[config.mk]
export PLATFORM = sky130hd
export DESIGN_NAME = uart_tx_fifo
export DESIGN_NICKNAME = d
export VERILOG_FILES = /design/src/rtl/uart_tx_fifo.sv
export SDC_FILE = /design/constraint.sdc
export NUM_CORES = 1
export LEC_CHECK = 0
export CAP_MARGIN = 20
export CELL_PAD_IN_SITES_DETAIL_PLACEMENT = 0
export CELL_PAD_IN_SITES_GLOBAL_PLACEMENT = 1
export CORE_ASPECT_RATIO = 1.2
export CORE_UTILIZATION = 50
export DETAILED_ROUTE_END_ITERATION = 8
export DONT_BUFFER_PORTS = 1
export HOLD_SLACK_MARGIN = 0.02
export PLACE_DENSITY = 0.75
export SYNTH_ARGS = -nofsm -noshare
export SYNTH_HDL_FRONTEND = slang
export SYNTH_SLANG_ARGS = --single-unit
[constraint.sdc]
create_clock -name clk -period 6.3 [get_ports clk]
set_input_delay 1.26 -clock clk [delete_from_list [all_inputs] [get_ports clk]]
set_output_delay 1.26 -clock clk [all_outputs]
set_load 0.005 [all_outputs]
[src/rtl/uart_tx_fifo.sv]
// Transmit-side frame FIFO with a launcher FSM that pulses the UART transmitter's start input
// and tracks its busy flag, flagging frames the transmitter never acknowledged.
module uart_tx_fifo #(
    parameter int unsigned FRAME_BITS   = 8,
    parameter int unsigned DEPTH        = 16,
    parameter int unsigned BUSY_TIMEOUT = 4
) (
    input  logic                    clk,
    input  logic                    reset,
    input  logic                    wr_en,
    input  logic [FRAME_BITS-1:0]   wr_data,
    output logic                    full,
    output logic                    empty,
    output logic [$clog2(DEPTH):0]  count,
    output logic                    overflow,
    output logic                    tx_start,
    output logic [FRAME_BITS-1:0]   tx_data,
    input  logic                    tx_status,
    output logic                    lost_frame
);

    localparam int unsigned AW = $clog2(DEPTH);
    localparam int unsigned CW = AW + 1;
    localparam int unsigned TW = $clog2(BUSY_TIMEOUT) + 1;

    typedef enum logic [1:0] {StIdle, StLaunch, StWaitBusy, StWaitDone} state_e;

    state_e                 state_q, state_d;
    logic [FRAME_BITS-1:0]  mem [DEPTH];
    logic [AW-1:0]          rd_ptr_q, wr_ptr_q;
    logic [CW-1:0]          count_q;
    logic [TW-1:0]          tmo_q, tmo_d;
    logic [FRAME_BITS-1:0]  tx_data_q;
    logic                   overflow_q, tx_start_q, lost_q;
    logic                   push, pop, lost_d;

    assign full       = (count_q == CW'(DEPTH));
    assign empty      = (count_q == '0);
    assign count      = count_q;
    assign overflow   = overflow_q;
    assign tx_start   = tx_start_q;
    assign tx_data    = tx_data_q;
    assign lost_frame = lost_q;

    // full is the registered value, so a push into a full FIFO drops even if a pop occurs
    assign push = wr_en && !full;

    always_comb begin
        state_d = state_q;
        tmo_d   = tmo_q;
        pop     = 1'b0;
        lost_d  = 1'b0;
        unique case (state_q)
            StIdle: begin
                if (!empty && !tx_status) begin
                    pop     = 1'b1;
                    state_d = StLaunch;
                end
            end
            StLaunch: begin
                tmo_d   = '0;
                state_d = StWaitBusy;
            end
            StWaitBusy: begin
                if (tx_status) begin
                    state_d = StWaitDone;
                end else begin
                    tmo_d = tmo_q + TW'(1);
                    // frame is dropped, not retried
                    if (tmo_d == TW'(BUSY_TIMEOUT - 1)) begin
                        lost_d  = 1'b1;
                        state_d = StIdle;
                    end
                end
            end
            StWaitDone: begin
                if (!tx_status) state_d = StIdle;
            end
            default: state_d = StIdle;
        endcase
    end

    always_ff @(posedge clk) begin
        if (reset) begin
            state_q    <= StIdle;
            rd_ptr_q   <= '0;
            wr_ptr_q   <= '0;
            count_q    <= '0;
            tmo_q      <= '0;
            tx_data_q  <= '0;
            overflow_q <= 1'b0;
            tx_start_q <= 1'b0;
            lost_q     <= 1'b0;
        end else begin
            state_q    <= state_d;
            tmo_q      <= tmo_d;
            overflow_q <= wr_en && full;
            tx_start_q <= pop;
            lost_q     <= lost_d;
            count_q    <= count_q + CW'(push) - CW'(pop);
            if (push) wr_ptr_q <= wr_ptr_q + AW'(1);
            if (pop) begin
                rd_ptr_q  <= rd_ptr_q + AW'(1);
                tx_data_q <= mem[rd_ptr_q];
            end
        end
    end

    // Storage is not reset; only pointers and count define validity.
    always_ff @(posedge clk) begin
        if (push) mem[wr_ptr_q] <= wr_data;
    end

endmodule

# Yosys cells after proc, flatten, opt, wreduce, memory -nomap -nowiden
# Memory sizes are Yosys's and may differ from the RTL's. A register that Yosys moved wholly into a read port is not among the register bits.
# Index checks and enable logic that the tools add are counted.
dict set report word_totals {
  regBits 21
  ram_bits 128
  in_bits 12
  output_inout_bits 18
  word_cells 48
  mem_count 1
}
# memory words word_bits rd rd_clocked_by_memory_dff wr line
set mem_list {}
lappend mem_list {mem 16 8 1 1 1 29} ;# logic [FRAME_BITS-1:0] mem [DEPTH];
dict set report classes {
  n_addsub 5
  n_eq_ne 9
  n_mux 12
  bitwise_logic 1
  n_reduce_logical 12
}
# operator count
set ops {}
lappend ops {{$add 4x1->4 const B} 2}
lappend ops {{$mux 2} 4}
lappend ops {{$pmux 2 s4} 1}
lappend ops {{$ne 2x2->1 const B} 3}
lappend ops {{$pmux 3 s2} 1}
lappend ops {{$add 5x1->5} 1}
lappend ops {{$eq 5x5->1 const B} 1}
lappend ops {{$logic_not 5->1} 1}
lappend ops {{$mux 1} 5}
lappend ops {{$sub 5x1->5} 1}
lappend ops {{$eq 2x2->1 const B} 2}
lappend ops {{$add 3x1->3 const B} 1}
lappend ops {{$eq 3x2->1 const B} 1}
lappend ops {{$logic_and 1x1->1} 3}
lappend ops {{$logic_not 1->1} 3}
lappend ops {{$mux 3} 1}
lappend ops {{$ne 3x3->1 const B} 1}
lappend ops {{$reduce_and 3->1} 1}
lappend ops {{$reduce_or 3->1} 1}
lappend ops {{$eq 2x1->1 const B} 1}
lappend ops {{$logic_not 2->1} 1}
lappend ops {{$reduce_and 2->1} 1}
lappend ops {{$reduce_bool 2->1} 1}
lappend ops {{$not 1->1} 1}

# Logic depth before layout (Yosys ltp)
# Gate-level depths: netlist (run 1).
dict set report depth {
  depth_word 6
  depth_mapped 14
  mapped_depth_nobuf 13
}

# Least setup slack after synthesis (run 1)
# OpenSTA, ideal clock, no wires.
dict set report synth_path {
  kind {input to register}
  startpoint {input port tx_status}
  endpoint {register count_q[4], in the netlist count[4]}
  setup_time_ns 0.071
  arrival_time_ns 3.178
  t_required_ns 6.229
  slack_ns 3.051
  cell_stages 12
  path_buffers 1
  cell_sequence {buf_2 > nor3_4 > nand2_2 > inv_1 > ha_1 > inv_1 > ha_1 > fa_1 > a21oi_1 > nor2_1 > or3_1 > a21oi_1}
}
dict set report synth_via {
  elab_chain_len 5
}
# item line
set synth_lines {}
lappend synth_lines {{start, declared} 18} ;# input logic tx_status,
lappend synth_lines {{$logic_not 1->1} --}
lappend synth_lines {{$logic_and 1x1->1} 55} ;# if (!empty && !tx_status) begin
lappend synth_lines {{$mux 1} 55}
lappend synth_lines {{$mux 1} 53} ;# unique case (state_q)
lappend synth_lines {{net pop} 35} ;# logic push, pop, lost_d;
lappend synth_lines {{$sub 5x1->5} 100} ;# count_q <= count_q + CW'(push) - CW'(pop);
lappend synth_lines {{end signal, assigned} 100}
lappend synth_lines {{end, declared} 31} ;# logic [CW-1:0] count_q;
# The timed path passes the listed nets, and every way through them passes these cells.
# A chain may end at the register's enable or synchronous reset.

# Final worst setup path (run 1)
dict set report layout_path {
  startpoint {register count_q[2], in the netlist count[2]}
  endpoint {register count_q[4], in the netlist count[4]}
}
dict set report layout_via {
  elab_chain_len 6
  word_cells_on_any_way 10
  cone_classes {2 x add/sub; 1 x eq/ne; 2 x mux; 5 x reduce/logical}
}
# item line
set layout_lines {}
lappend layout_lines {{$logic_not 5->1} 38} ;# assign empty = (count_q == '0);
lappend layout_lines {{$logic_not 1->1} 55}
lappend layout_lines {{$logic_and 1x1->1} 55}
lappend layout_lines {{$mux 1} 55}
lappend layout_lines {{$mux 1} 53}
lappend layout_lines {{net pop} 35}
lappend layout_lines {{$sub 5x1->5} 100}
# The timed path passes the listed nets, and every way through them passes these cells.

==> results of run 1 <==
## state kept, by name, summed over array words and instances (netlist names)
signal	flops
wr_ptr_q	4
state_q	2
lost_frame	1
mem	128
tmo_q	3
count	5
overflow	1
tx_data	8
tx_start	1
rd_ptr_q	4
## final timing paths
check	startpoint	end	slack, ns	cells after the start
setup / recovery	count[2]$_SDFF_PP0_	count[4]$_SDFF_PP0_	3.12	13
hold / removal	wr_ptr_q[1]$_SDFFE_PP0P_	wr_ptr_q[1]$_SDFFE_PP0P_	0.51	2
setup reg to reg	count[2]$_SDFF_PP0_	count[4]$_SDFF_PP0_	3.12	13
hold reg to reg	wr_ptr_q[1]$_SDFFE_PP0P_	wr_ptr_q[1]$_SDFFE_PP0P_	0.51	2
## final cells by class
type,instances,area (sq um)
sequential,157,4430
tap,164,205
inverter,13,48.8
clock buffer,17,425
multi-input combinational,172,1810
fill,963,5520
timing repair buffer,7,65.1
clock inverter,15,170
## power by group through the flow
stage,combinational (mW),sequential [mW],clock [mW]
3_5_place_dp,0.424,1.28,0
5_1_grt,0.469,1.27,1.08
2_1_floorplan,0.382,1.24,0
6_report,0.417,1.25,1.02
3_3_place_gp,0.391,1.29,0
4_1_cts,0.425,1.26,1.04
## worst reg2reg max path, cell delays in order, from the launching register on
cell	delay, ns
dfxtp_1	0.34
inv_1	0.08
ha_1	0.17
or4b_4	0.51
nand2_2	0.24
inv_1	0.16
ha_1	0.30
inv_1	0.04
ha_1	0.20
fa_1	0.41
a21oi_1	0.16
nor2_1	0.06
or3_1	0.33
a21oi_1	0.13
## cell usage in the layout (no fill, tap or decap), drive strengths merged, types with 4 or more instances in the layout
| cell type | count |
|---|---|
| xor2 | 5 |
| a21oi | 8 |
| mux4 | 32 |
| nor3 | 5 |
| buf | 7 |
| nand3 | 4 |
| nand3b | 9 |
| mux2i | 18 |
| nor2 | 30 |
| nand2 | 11 |
| xnor2 | 5 |
| edfxtp | 128 |
| clkbuf | 17 |
| clkinv | 7 |
| dfxtp | 29 |
| ha | 13 |
| inv | 16 |
| o221ai | 8 |
## metal layers
metal / global-route usage, % / routed length, um
met3: 7.04 / 694
met1: 25.0 / 5180
met4: 6.13 / 109
met5: 0 / 0
met2: 30.1 / 5750
## logic make-up after synthesis
| logic type | after synthesis |
|---|---|
| AOI/OAI and AO/OA | 23 |
| xor gates and xnor gates | 10 |
| adders and majority gates | 14 |
| buffers and inverters | 34 |
| DFF | 157 |
| muxes | 50 |
| and+or+nand+nor | 75 |
## through the flow
step	power, mW	util (%)	hold WS (ns)	cells	worst slack (ns)
final	2.70	56.5	0.513	545	3.12
after global routing	2.81	56.5	0.537	545	2.87
after CTS	2.72	56.5	0.510	545	3.09
after detailed placement	1.70	51.8	0.501	513	2.91
after global placement	1.68	51.6	0.499	512	2.99
after floorplan	1.63	-	0.477	363	3.05
==> flow_summary.json, run 1 <==
{
  "outcome": "complete, no violations",
  "switching_power_mw": 0.681,
  "ys_ff_latch": 157,
  "synth.avg_cell_area_sq_um": 17.9,
  "placed_area_sq_mm": 0.00656,
  "area_growth_pct": 10.3,
  "syn_inst": 363,
  "syn-cell-area_sq_mm": 0.00649,
  "finalHoldViolCount": 0,
  "postCtsResizedCells": 0,
  "synth-edff-count": 128,
  "pwr-share-clk_pct": 38.0,
  "routedWlPerCell_um": 21.5,
  "clk-insertion-delay-late_ns": 0.42,
  "grtUsageTotal_pct": 19.2,
  "ir_drop_v": 0.000186,
  "grt_max_degree": 32,
  "diodes": 0,
  "grt_setup_unrepaired": "false",
  "crit_chain": "inv_1 > ha_1 > or4b_4 > nand2_2 > inv_1 > ha_1 > inv_1 > ha_1 > fa_1 > a21oi_1 > nor2_1 > or3_1 > a21oi_1",
  "worstMarginPinSlew_ns": 1.00,
  "endpoint_kind": "flip-flop",
  "die_width_um": 106,
  "root_buffer": "clkbuf_16",
  "critPathMaxStageDelay_ns": 0.51,
  "synth_compound_gate_area_share_pct": 2.49,
  "synthFlopType": "edfxtp_1",
  "startpoint_type": "flip-flop",
  "synth_top_area_share_pct": 59.2,
  "p_per_area_mw_per_mm2": 377,
  "cp.arrival_ns": 3.54,
  "required_ns": 6.65,
  "cts_buffer_depth": 2,
  "clk_pin_slew_ns": 0.06,
  "hold_path_class": "flip-flop to flip-flop",
  "synth_fa_ha_area_share_pct": 2.82,
  "grt_remaining_overflow": 0,
  "die-area_sq_mm": 0.0134,
  "synth_nets": 389,
  "fin_skew_ns": 0.00750,
  "cts_sinks": 157,
  "synthMuxAreaShare_pct": 15.0,
  "rows": 45,
  "timing.final.crit_period_ns": 3.18,
  "sw_frac_of_total_pct": 25.2,
  "fmax_mhz": 314,
  "synth_top_family_by_area": "multiplexers",
  "path_max_fanout": 13,
  "drt_pass1_iterations": 4,
  "crit_family": "simple AND/OR/NAND/NOR gates",
  "ant_nets": 0,
  "die_h_um": 127,
  "cts_buffers": 17,
  "yosys-top-cells-area": "edfxtp_1 59%, dfxtp_1 8.9%, mux4_1 8.1%",
  "pin_count": 30,
  "drc": 0,
  "drv_cap": 0,
  "wl_mm": 11.7,
  "initial_core_util_pct": 51.2,
  "grt_pass1_wl_mm": 18.4,
  "grt_pass1_vias": 3216,
  "worst_path_max_delay_cell": "or4b_4",
  "vias": 3126,
  "yosys.area_share.simple_pct": 6.25,
  "pwr-share-seq_pct": 46.5,
  "portBuffers": 0,
  "drt_iter0_drc": 227,
  "async_flop_share_pct": 0,
  "core_area_sq_mm": 0.0127,
  "antenna_found_initial": 0,
  "period_share_pct": 50.5,
  "finalSetupViolations": 0,
  "htreeDepth": 4,
  "nets": 394,
  "internal_power_mw": 2.02,
  "path_class": "flip-flop to flip-flop",
  "synth_top_cell_by_area": "edfxtp_1",
  "power_leakage_nw": 2.36,
  "synth_top_cells_by_count": "128 x edfxtp_1, 30 x nor2_1, 29 x dfxtp_1",
  "fin_tns_setup_ns": 0,
  "worstPathBufferInverterCount": 3,
  "max_slew_margin_pct": 33.0,
  "tritoncts": "built",
  "combPwrFrac_pct": 15.5,
  "yosysMostFrequentCell": "edfxtp_1",
  "synth_warnings": 0,
  "synthDistinctLibCells": 41,
  "avgViaCountPerCell": 5.74,
  "drive_gt1_share_pct": 14.4,
  "slew_violations": 0,
  "fin_area_sq_mm": 0.00715,
  "synth_seq_area_share_pct": 68.2,
  "cts_hold_buf": 0,
  "synthXorXnorAreaFrac_pct": 1.35,
  "cts_setup_buffers": 0,
  "hpwl_mm": 7.31,
  "place_congestion": 0.793
}
No activity file was read; power rests on OpenSTA's default activity.
==> run 2, diff against run 1 <==
Settings changed: CORE_UTILIZATION 50 to 49, PLACE_DENSITY 0.75 to 0.77.
Clock period 6.3 ns to 2.7 ns, I/O delays scaled along.
==> flow_summary.json, run 2 (synthesis gave the netlist of run 1 again) <==
{
  "period_share_pct": 100,
  "p_per_area_mw_per_mm2": 868,
  "grt_remaining_overflow": 0,
  "grt_setup_unrepaired": "true",
  "grtUsageTotal_pct": 18.8,
  "fin_skew_ns": 0.00589,
  "drive_gt1_share_pct": 22.9,
  "place_congestion": 0.773,
  "drt_iter0_drc": 228,
  "avgViaCountPerCell": 5.59,
  "die_width_um": 107,
  "worst_path_max_delay_cell": "or4b_4",
  "drv_cap": 0,
  "rows": 45,
  "antenna_found_initial": 0,
  "drt_pass1_iterations": 4,
  "final_cell_mix": "128 x edfxtp_1, 31 x buf_4, 30 x nor2_1, 27 x dfxtp_1, 20 x mux4_1",
  "diodes": 0,
  "grt_pass1_vias": 3304,
  "final_common_cell": "edfxtp_1",
  "critPathMaxStageDelay_ns": 0.48,
  "vias": 3185,
  "cts_buffer_depth": 2,
  "top_register": "mem",
  "worstMarginPinSlew_ns": 0.556,
  "clk-insertion-delay-late_ns": 0.42,
  "ant_nets": 0,
  "endpoint_kind": "flip-flop",
  "grt_pass1_wl_mm": 18.0,
  "hpwl_mm": 7.19,
  "core_area_sq_mm": 0.0128,
  "placed_area_sq_mm": 0.00674,
  "nets": 419,
  "fin_area_sq_mm": 0.00738,
  "root_buffer": "clkbuf_16",
  "htreeDepth": 4,
  "grt_max_degree": 35,
  "fmax_mhz": 370,
  "finalHoldViolCount": 0,
  "routed.top_layer": "met4",
  "hold_path_class": "input pin to flip-flop",
  "cts_sinks": 157,
  "finalSetupViolations": 1,
  "m1WireLength_mm": 4.80,
  "fillCellCount": 966,
  "die-area_sq_mm": 0.0137,
  "outcome": "finished, violations left",
  "required_ns": 3.06,
  "cts_buffers": 17,
  "die_h_um": 128,
  "power_leakage_nw": 2.48,
  "area_growth_pct": 13.8,
  "path_max_fanout": 2,
  "routedWlPerCell_um": 20.1,
  "stdcell_count": 570,
  "timing.final.crit_period_ns": 2.70,
  "route.met3.wl_um": 663,
  "path_class": "flip-flop to flip-flop",
  "whs_ns": 0.177,
  "ir_drop_v": 0.000586,
  "total_power_mw": 6.41,
  "tritoncts": "built",
  "slew_violations": 0,
  "met2_length_mm": 5.77,
  "dp.cells": 536,
  "pin_count": 30,
  "largest_register_ffs": 128,
  "portBuffers": 0,
  "wl_mm": 11.5,
  "crit_top_cell": "ha_4",
  "max_slew_margin_pct": 62.9,
  "initial_core_util_pct": 50.8,
  "violations": "negative setup slack",
  "crit_chain": "inv_2 > ha_4 > or4b_4 > nand2_4 > inv_4 > ha_4 > inv_2 > ha_4 > fa_2 > a21oi_2 > nor2_1 > or3_1 > a21oi_2",
  "startpoint_type": "flip-flop",
  "cp.arrival_ns": 3.06,
  "drc": 0,
  "setup_ws_ns": -0.000724,
  "clk_pin_slew_ns": 0.06
}
==> run 2: final cells by class <==
class | count | area, sq um | area share, %
clock inverter | 15 | 156 | 2.12
inverter | 13 | 51.3 | 0.695
tap | 164 | 205 | 2.78
clock buffer | 17 | 425 | 5.76
timing repair buffer | 32 | 253 | 3.42
sequential | 157 | 4430 | 60.0
multi-input combinational | 172 | 1870 | 25.3
==> run 2: path summary, 6_finish.rpt <==
path | from | endpoint | slack (ns) | cells after the start
setup / recovery | count[3]$_SDFF_PP0_ | count[4]$_SDFF_PP0_ | -0.0007 | 13
hold reg to reg | rd_ptr_q[1]$_SDFFE_PP0P_ | rd_ptr_q[1]$_SDFFE_PP0P_ | 0.51 | 2
hold / removal | reset | rd_ptr_q[1]$_SDFFE_PP0P_ | 0.18 | 1
setup reg to reg | count[3]$_SDFF_PP0_ | count[4]$_SDFF_PP0_ | -0.0007 | 13
==> run 2: per-layer routing <==
metal  up-vias  GRT usage [%]
li1       1477              -
met1      1620           23.3
met2        71           30.2
met3        17           5.85
met4         0           8.70
met5         -              0
==> run 2: through the flow <==
| step | setup WS, ns | util (%) | TNS (ns) |
|---|---|---|---|
| 5_1_grt | -0.0940 | 57.8 | -0.0940 |
| 3_5_place_dp | -0.0296 | 52.8 | -0.0296 |
| 2_1_floorplan | 0.00370 | - | 0 |
| 4_1_cts | 0.00380 | 57.4 | 0 |
| 6_report | -0.000724 | 57.8 | -0.000724 |
| 3_3_place_gp | 0.0101 | 52.8 | 0 |
==> run 2: power by group <==
group | switching, mW | leakage [nW] | internal [mW]
combinational | 0.578 | 0.808 | 0.616
sequential | 0.136 | 1.39 | 2.78
clock | 1.00 | 0.275 | 1.30
==> run 2: worst max-delay path: cells and delay by family, from the launching register on <==
| family | cells | cell delay [ns] |
|---|---|---|
| adder cells (fa/ha/maj) | 4 | 0.90 |
| buffers and inverters | 3 | 0.15 |
| AO/OA/AOI/OAI | 2 | 0.26 |
| flip-flops | 1 | 0.32 |
| AND/OR/NAND/NOR | 4 | 1.02 |
==> run 2: what timing repair did <==
action,CTS,global route
gates resized for setup,2,8
hold buffers,0,0
setup endpoints to repair,1,1
endpoints found under the hold margin,0,0
buffers inserted,1,1
pin swaps,2,9
